--- src/rtl/reset_release_sequencer_if.sv ---
// reset_release_sequencer_if
//
// This interface groups the sequencer's handshake signals. The sequencer
// drives the per-stage resets and the status outputs. The system side drives
// the completion inputs and the soft restart request.
//
// Signals:
//   ext_rst_req  synchronous soft restart request (level)
//   stage_done   per-stage completion, asynchronous to the clock
//   stage_rst    per-stage reset, active-high
//   all_done     every stage has been released and reports done
//   busy         a sequence is in progress (inverse of all_done)
//   cur_stage    stage currently being waited on or gapped
//   timeout_err  sticky flag: a stage timed out
//   err_stage    stage that timed out
//
// Modports:
//   master  the sequencer itself
//   slave   the system top that consumes the resets
interface reset_release_sequencer_if #(
  parameter int NUM_STAGES = 3
);
  logic                  ext_rst_req;
  logic [NUM_STAGES-1:0] stage_done;
  logic [NUM_STAGES-1:0] stage_rst;
  logic                  all_done;
  logic                  busy;
  logic [2:0]            cur_stage;
  logic                  timeout_err;
  logic [2:0]            err_stage;

  modport master (
    input  ext_rst_req, stage_done,
    output stage_rst, all_done, busy, cur_stage, timeout_err, err_stage
  );

  modport slave (
    output ext_rst_req, stage_done,
    input  stage_rst, all_done, busy, cur_stage, timeout_err, err_stage
  );
endinterface

--- src/rtl/reset_release_sequencer.sv ---
// reset_release_sequencer
//
// This module holds up to eight downstream reset domains in reset after power-up.
// It then releases them one at a time. Each domain is released only after the
// previous domain reports completion, for example calibration complete or link up.
// A programmable gap follows that report. If a completed domain later drops its
// done signal, the whole bring-up runs again from the start.
//
// Ports:
//   clock  sole clock
//   reset  asynchronous, active-high; forces every stage_rst high at once
//   bus    reset_release_sequencer_if.master (see the interface for the
//          signal list)
//
// Optional feature macro: RSTSEQ_TIMEOUT_EN
//   When defined, each wait for a stage's done signal is bounded by
//   TIMEOUT_CYCLES. On expiry the sequencer sets the sticky timeout_err flag,
//   records err_stage and restarts the whole sequence.
//   When undefined, a stage may take as long as it likes. In that case
//   timeout_err and err_stage are tied to 0.
module reset_release_sequencer #(
  parameter int NUM_STAGES     = 3,
  parameter int HOLD_CYCLES    = 500,
  parameter int TIMEOUT_CYCLES = 65535,
  parameter int CNT_W          = 16
) (
  input  logic                        clock,
  input  logic                        reset,
  reset_release_sequencer_if.master   bus
);

  typedef enum logic [1:0] {
    ST_ASSERT,
    ST_WAIT,
    ST_GAP,
    ST_DONE
  } state_t;

  localparam logic [CNT_W-1:0] HOLD_LAST  = CNT_W'(HOLD_CYCLES - 1);
  localparam logic [CNT_W-1:0] CNT_MAX    = {CNT_W{1'b1}};
  localparam logic [2:0]       LAST_STAGE = 3'(NUM_STAGES - 1);

  // Catch parameter combinations that cannot work at elaboration time.
  // Without this check, such a combination would produce a sequencer that
  // silently misbehaves.
  if (NUM_STAGES < 1 || NUM_STAGES > 8) begin : g_bad_stages
    $error("reset_release_sequencer: NUM_STAGES must be 1..8");
  end
  if (HOLD_CYCLES < 1) begin : g_bad_hold
    $error("reset_release_sequencer: HOLD_CYCLES must be at least 1");
  end
  if (HOLD_CYCLES > (2 ** CNT_W) || TIMEOUT_CYCLES > (2 ** CNT_W)) begin : g_bad_width
    $error("reset_release_sequencer: CNT_W too narrow for the cycle counts");
  end

  state_t                state;
  logic [CNT_W-1:0]      cnt;
  logic [NUM_STAGES-1:0] stage_rst_q;
  logic                  all_done_q;
  logic                  busy_q;
  logic [2:0]            cur_stage_q;

  logic [NUM_STAGES-1:0] done_meta;
  logic [NUM_STAGES-1:0] done_sync;
  logic [7:0]            done_pad;
  logic                  done_k;
  logic                  all_sync;
  logic                  timeout_hit;
  logic                  restart;
  logic [2:0]            next_stage;
  logic [NUM_STAGES-1:0] rel_mask;
  logic [CNT_W-1:0]      cnt_inc;

  // The stage_done inputs come from unrelated clock domains.
  // Each bit therefore passes through its own two-flop synchronizer before
  // the state machine looks at it.
  always_ff @(posedge clock or posedge reset) begin
    if (reset) begin
      done_meta <= '0;
      done_sync <= '0;
    end else begin
      done_meta <= bus.stage_done;
      done_sync <= done_meta;
    end
  end

  // This block decodes the conditions that throw the sequencer back to the
  // all-in-reset state.
  // The done vector is zero-padded to eight bits. The current-stage index
  // can then select from it for any NUM_STAGES.
  // The next stage's release mask is also precomputed here.
  always_comb begin
    done_pad    = 8'(done_sync);
    done_k      = done_pad[cur_stage_q];
    all_sync    = &done_sync;
    next_stage  = cur_stage_q + 3'd1;
    rel_mask    = NUM_STAGES'(1) << next_stage;
    cnt_inc     = (cnt == CNT_MAX) ? cnt : cnt + CNT_W'(1);
    timeout_hit = 1'b0;
`ifdef RSTSEQ_TIMEOUT_EN
    timeout_hit = (state == ST_WAIT) && !done_k && (cnt == CNT_W'(TIMEOUT_CYCLES - 1));
`endif
    restart     = bus.ext_rst_req
                | ((state == ST_GAP)  && !done_k)
                | ((state == ST_DONE) && !all_sync)
                | timeout_hit;
  end

  // This is the main sequencing state machine. Every output is a flop.
  // A restart from any source returns every domain to reset on the same edge.
  // While ext_rst_req stays high, the restart keeps firing. That pins the
  // hold counter at zero until the request is released.
  always_ff @(posedge clock or posedge reset) begin
    if (reset) begin
      state       <= ST_ASSERT;
      cnt         <= '0;
      stage_rst_q <= '1;
      all_done_q  <= 1'b0;
      busy_q      <= 1'b1;
      cur_stage_q <= 3'd0;
    end else if (restart) begin
      state       <= ST_ASSERT;
      cnt         <= '0;
      stage_rst_q <= '1;
      all_done_q  <= 1'b0;
      busy_q      <= 1'b1;
      cur_stage_q <= 3'd0;
    end else begin
      case (state)
        ST_ASSERT: begin
          stage_rst_q <= '1;
          if (cnt == HOLD_LAST) begin
            stage_rst_q <= ~NUM_STAGES'(1);
            cnt         <= '0;
            cur_stage_q <= 3'd0;
            state       <= ST_WAIT;
          end else begin
            cnt <= cnt_inc;
          end
        end
        ST_WAIT: begin
          if (done_k) begin
            cnt <= '0;
            if (cur_stage_q == LAST_STAGE) begin
              state      <= ST_DONE;
              all_done_q <= 1'b1;
              busy_q     <= 1'b0;
            end else begin
              state <= ST_GAP;
            end
          end else begin
`ifdef RSTSEQ_TIMEOUT_EN
            cnt <= cnt_inc;
`else
            cnt <= cnt;
`endif
          end
        end
        ST_GAP: begin
          if (cnt == HOLD_LAST) begin
            stage_rst_q <= stage_rst_q & ~rel_mask;
            cur_stage_q <= next_stage;
            cnt         <= '0;
            state       <= ST_WAIT;
          end else begin
            cnt <= cnt_inc;
          end
        end
        ST_DONE: begin
          all_done_q <= 1'b1;
          busy_q     <= 1'b0;
        end
        default: begin
          state       <= ST_ASSERT;
          cnt         <= '0;
          stage_rst_q <= '1;
        end
      endcase
    end
  end

`ifdef RSTSEQ_TIMEOUT_EN
  logic       timeout_err_q;
  logic [2:0] err_stage_q;

  // The timeout flag is sticky. It survives automatic retries and later
  // success, so that software can see that bring-up was not clean.
  // Only a soft restart request or the hard reset clears it.
  always_ff @(posedge clock or posedge reset) begin
    if (reset) begin
      timeout_err_q <= 1'b0;
      err_stage_q   <= 3'd0;
    end else if (bus.ext_rst_req) begin
      timeout_err_q <= 1'b0;
      err_stage_q   <= 3'd0;
    end else if (timeout_hit) begin
      timeout_err_q <= 1'b1;
      err_stage_q   <= cur_stage_q;
    end
  end

  assign bus.timeout_err = timeout_err_q;
  assign bus.err_stage   = err_stage_q;
`else
  assign bus.timeout_err = 1'b0;
  assign bus.err_stage   = 3'd0;
`endif

  assign bus.stage_rst = stage_rst_q;
  assign bus.all_done  = all_done_q;
  assign bus.busy      = busy_q;
  assign bus.cur_stage = cur_stage_q;

endmodule

--- src/flat_wrapper.sv ---
// flat-port wrapper written by rule: the top's interface ports become plain ports
module reset_release_sequencer_flat 
#(
  parameter int NUM_STAGES     = 3,
  parameter int HOLD_CYCLES    = 500,
  parameter int TIMEOUT_CYCLES = 65535,
  parameter int CNT_W          = 16
)
  (clock, reset, bus_ext_rst_req, bus_stage_done, bus_stage_rst, bus_all_done, bus_busy, bus_cur_stage, bus_timeout_err, bus_err_stage);
  reset_release_sequencer_if #(.NUM_STAGES(NUM_STAGES)) bus_i ();
  input  logic clock;
  input  logic reset;
  input wire logic [$bits(bus_i.ext_rst_req)-1:0] bus_ext_rst_req;
  input wire logic [$bits(bus_i.stage_done)-1:0] bus_stage_done;
  output wire logic [$bits(bus_i.stage_rst)-1:0] bus_stage_rst;
  output wire logic [$bits(bus_i.all_done)-1:0] bus_all_done;
  output wire logic [$bits(bus_i.busy)-1:0] bus_busy;
  output wire logic [$bits(bus_i.cur_stage)-1:0] bus_cur_stage;
  output wire logic [$bits(bus_i.timeout_err)-1:0] bus_timeout_err;
  output wire logic [$bits(bus_i.err_stage)-1:0] bus_err_stage;
  assign bus_i.ext_rst_req = bus_ext_rst_req;
  assign bus_i.stage_done = bus_stage_done;
  assign bus_stage_rst = bus_i.stage_rst;
  assign bus_all_done = bus_i.all_done;
  assign bus_busy = bus_i.busy;
  assign bus_cur_stage = bus_i.cur_stage;
  assign bus_timeout_err = bus_i.timeout_err;
  assign bus_err_stage = bus_i.err_stage;
  reset_release_sequencer #(.NUM_STAGES(NUM_STAGES), .HOLD_CYCLES(HOLD_CYCLES), .TIMEOUT_CYCLES(TIMEOUT_CYCLES), .CNT_W(CNT_W)) u_core (.clock(clock), .reset(reset), .bus(bus_i));
endmodule
--- config.mk ---
export PLATFORM = sky130hd
export DESIGN_NAME = reset_release_sequencer_flat
export DESIGN_NICKNAME = d
export VERILOG_FILES = /design/src/rtl/reset_release_sequencer_if.sv /design/src/rtl/reset_release_sequencer.sv /design/src/flat_wrapper.sv
export SDC_FILE = /design/constraint.sdc
export NUM_CORES = 1
export LEC_CHECK = 0
export CAP_MARGIN = 10
export CELL_PAD_IN_SITES_DETAIL_PLACEMENT = 0
export CELL_PAD_IN_SITES_GLOBAL_PLACEMENT = 2
export CORE_UTILIZATION = 25
export DETAILED_ROUTE_END_ITERATION = 16
export GPL_ROUTABILITY_DRIVEN = 1
export PLACE_DENSITY_LB_ADDON = 0.1
export SYNTH_ARGS = -nofsm -noshare
export SYNTH_HDL_FRONTEND = slang
export SYNTH_SLANG_ARGS = --single-unit
--- constraint.sdc ---
create_clock -name clock -period 3.4 [get_ports clock]
set_clock_uncertainty 0.15 [all_clocks]
set_input_delay 1.02 -clock clock [delete_from_list [all_inputs] [get_ports clock]]
set_output_delay 1.02 -clock clock [all_outputs]
set_load 0.01 [all_outputs]
==> results.sh <==
export IMPL_status="finished, final reports clean"
export IMPL_root_buffer="clkbuf_8"
export IMPL_grt_max_degree=33
export IMPL_grt_use_met1=0.1919
export IMPL_synth_edf_count=0
export IMPL_critical_path_arrival_ns=2.86
export IMPL_syn_avg_cell_area_um2=9.599
export IMPL_fin_setup_tns_ns=0
export IMPL_cts_setup_buffers=0
export IMPL_critPathRequiredTime_ns=3.41
export IMPL_clockBufferDepth=2
export IMPL_ir_drop_uv=225.7
export IMPL_end_kind="flop"
export IMPL_num_io_pins=18
export IMPL_core_rowCount=31
export IMPL_grt_pass1_vias=1483
export IMPL_cts_max_level=2
export IMPL_setup_violations=0
export IMPL_antenna_cells=0
export IMPL_clock_sinks=32
export IMPL_synth_top_family_by_area="simple AND/OR/NAND/NOR gates"
export IMPL_syn_cell_area_mm2=0.001872
export IMPL_path_clk_slew_ns=0.06
export IMPL_via_count=1531
export IMPL_multi_input_area_um2=943.4
export IMPL_synthMostInstantiatedCell="dfrtp_1"
export IMPL_die_h_um=88.53
export IMPL_dpl_hpwl_um=3218
export IMPL_synth_top_area_share=0.3743
export IMPL_ctsHoldBuffers=0
export IMPL_muxShareOfSynthArea=0.01136
export IMPL_met3_usage=0.02799
export IMPL_use_met2=0.1958
export IMPL_yosys_cell_types_count=48
export IMPL_leakage_nw=0.9097
export IMPL_finish_utilization=0.2964
export IMPL_clkLatencyLatePin_ns=0.29
export IMPL_netlist_top_cells_area="dfrtp_1 37%, dfstp_2 5.6%, ha_1 4.0%"
export IMPL_portBuffers=13
export IMPL_finalCritPeriodShare=0.8359
export IMPL_numCtsBuffers=5
export IMPL_report_final_slew_viol_count=0
export IMPL_cp_max_fo=10
export IMPL_tightest_slew_ns=0.8942
export IMPL_core_region_area_mm2=0.007253
export IMPL_antenna_found_initial=0
export IMPL_max_freq_mhz=351.8
export IMPL_synth_compound_area_frac=0.1939
export IMPL_grt_ovfl_total=0
export IMPL_cts_tree="yes"
export IMPL_worst_setup_path_start_kind="primary input"
export IMPL_slew_headroom=0.3973
export IMPL_yosysWarnings=0
export IMPL_async_flop_share=1.000
export IMPL_cts_resized=0
export IMPL_gp_congestion=0.7208
export IMPL_final_nets=219
export IMPL_powerDensity_mw_per_mm2=491.3
export IMPL_hold_viol_final=0
export IMPL_register_area_um2=805.8
export IMPL_grt_usage=0.1335
export IMPL_synthAdderAreaFrac=0.04011
export IMPL_num_fill_cells=782
export IMPL_synth_simple_area_share=0.2413
export IMPL_first_pass_iters=4
export IMPL_ys_seq_area_frac=0.4305
export IMPL_drcViolationCount=0
export IMPL_rsz0062_at_grt="false"
export IMPL_synth_cells=195
export IMPL_synth_ff_type="dfrtp_1"
export IMPL_synthXorXnorAreaFrac=0.009358
export IMPL_routed_wl_um=4653
export IMPL_synthTopCellsByCount="28 x dfrtp_1, 13 x nand3_1, 13 x nor3_1"
export IMPL_ant_nets=0
export IMPL_ys_seq_elements=32
export IMPL_vias_per_cell=4.987
export IMPL_maxCapViolations=0
export IMPL_routedWlPerCell_um=15.16
export IMPL_die_w_um=88.53
export IMPL_initial_core_util=0.2581
export IMPL_drt_iter0_markers=152
export IMPL_yosysTopAreaCell="dfrtp_1"
export IMPL_finalCriticalPeriod_ns=2.842
export IMPL_grt_pass1_wl_um=7879
export IMPL_hold_path_class="flop to flop"
export IMPL_die_area_mm2=0.007838
export IMPL_worstSetupPathType="primary input to flop"
export IMPL_drive_gt1_frac=0.09615
export IMPL_flow_area_growth_from_synthesis_pct=14.84
export IMPL_busiest_layer="met2"
[stage by stage]
stage / hold slack [ns] / instances / area (um^2) / setup WS, ns / total power, W
global placement: 0.1848 / 299 / 2068 / 0.3323 / 0.0007774
detailed placement: 0.1901 / 299 / 2068 / 0.2718 / 0.0007760
CTS: 0.2052 / 307 / 2150 / 0.5718 / 0.001072
finish: 0.2021 / 307 / 2150 / 0.5578 / 0.001056
floorplan: 0.1812 / 198 / 1883 / 0.9624 / 0.0006715
global route: 0.2083 / 307 / 2150 / 0.4844 / 0.001129
[power breakdown]
group | total (W) | switching (W) | internal [W]
sequential | 0.000489 | 0.0000719 | 0.000418
combinational | 0.000278 | 0.000167 | 0.000111
clock | 0.000289 | 0.000145 | 0.000144
total | 0.00106 | 0.000384 | 0.000672
[flip-flops by register name, indices dropped and copies added, names as in the netlist]
name / count
u_core.bus.cur_stage: 3
u_core.done_sync: 3
u_core.bus.stage_rst: 3
u_core.bus.all_done: 1
u_core.state: 2
u_core.bus.busy: 1
u_core.done_meta: 3
u_core.cnt: 16
[worst paths after layout]
check                                    start             endpoint  slack (ns)  depth (start not counted)
setup / recovery               bus_ext_rst_req        u_core.cnt[7]        0.56                          5
hold / removal             u_core.done_meta[0]  u_core.done_sync[0]        0.20                          0
setup reg to reg                 u_core.cnt[0]        u_core.cnt[8]        0.78                          8
hold reg to reg            u_core.done_meta[0]  u_core.done_sync[0]        0.20                          0
max in group asynchronous                reset      u_core.bus.busy        1.77                          3
min in group asynchronous                reset       u_core.cnt[14]        0.97                          3
[final cells by class]
cell class / instances / area share
multi-input combinational: 145 / 0.4389
timing repair buffer: 17 / 0.08033
clock buffer: 7 / 0.03551
inverter: 6 / 0.01048
sequential: 32 / 0.3749
tap: 99 / 0.05763
clock inverter: 1 / 0.002328
[cell usage in the layout, fill, tap and decap left out, types with 2 or more instances in the layout]
master | Yosys | final
a21o_1 | 3 | 3
nor3_1 | 13 | 13
a211o_1 | 6 | 6
clkbuf_1 | 4 | 2
clkdlybuf4s50_1 | 0 | 13
nand4_1 | 4 | 4
nand2_1 | 11 | 11
a41oi_1 | 2 | 2
inv_1 | 6 | 6
nor2b_1 | 2 | 2
and2_1 | 4 | 4
and4_1 | 3 | 3
a31oi_1 | 8 | 8
xnor2_1 | 2 | 2
nand3_1 | 13 | 13
clkbuf_8 | 0 | 5
dfstp_2 | 4 | 4
nor4b_1 | 3 | 3
nor2_1 | 8 | 8
a21oi_1 | 11 | 11
conb_1 | 1 | 4
ha_1 | 6 | 6
dfrtp_1 | 28 | 28
o21ai_0 | 9 | 9
o21a_1 | 2 | 2
a221o_1 | 2 | 2
and3_1 | 9 | 9
buf_4 | 4 | 3
[logic make-up after synthesis]
family / Yosys count
simple gates: 79
other cells: 1
buf+inv: 21
compound gates: 52
flops: 32
xor+xnor: 2
mux: 2
fa+ha+maj: 6
[worst max-delay path, cell delays in order]
cell and delay [ns]:
clkdlybuf4s50_1 0.57, a31oi_1 0.14, a32o_1 0.39, a31o_1 0.34, a221o_1 0.39
[per-layer routing]
layer / part of all wire / wire (um) / vias to the layer above
li1: - / - / 749
met3: 0.051 / 236 / 4
met5: 0 / 0 / -
met4: 0.010 / 47 / 0
met2: 0.44 / 2033 / 39
met1: 0.50 / 2336 / 739
Note: power is estimated with default switching activity, not from simulation.
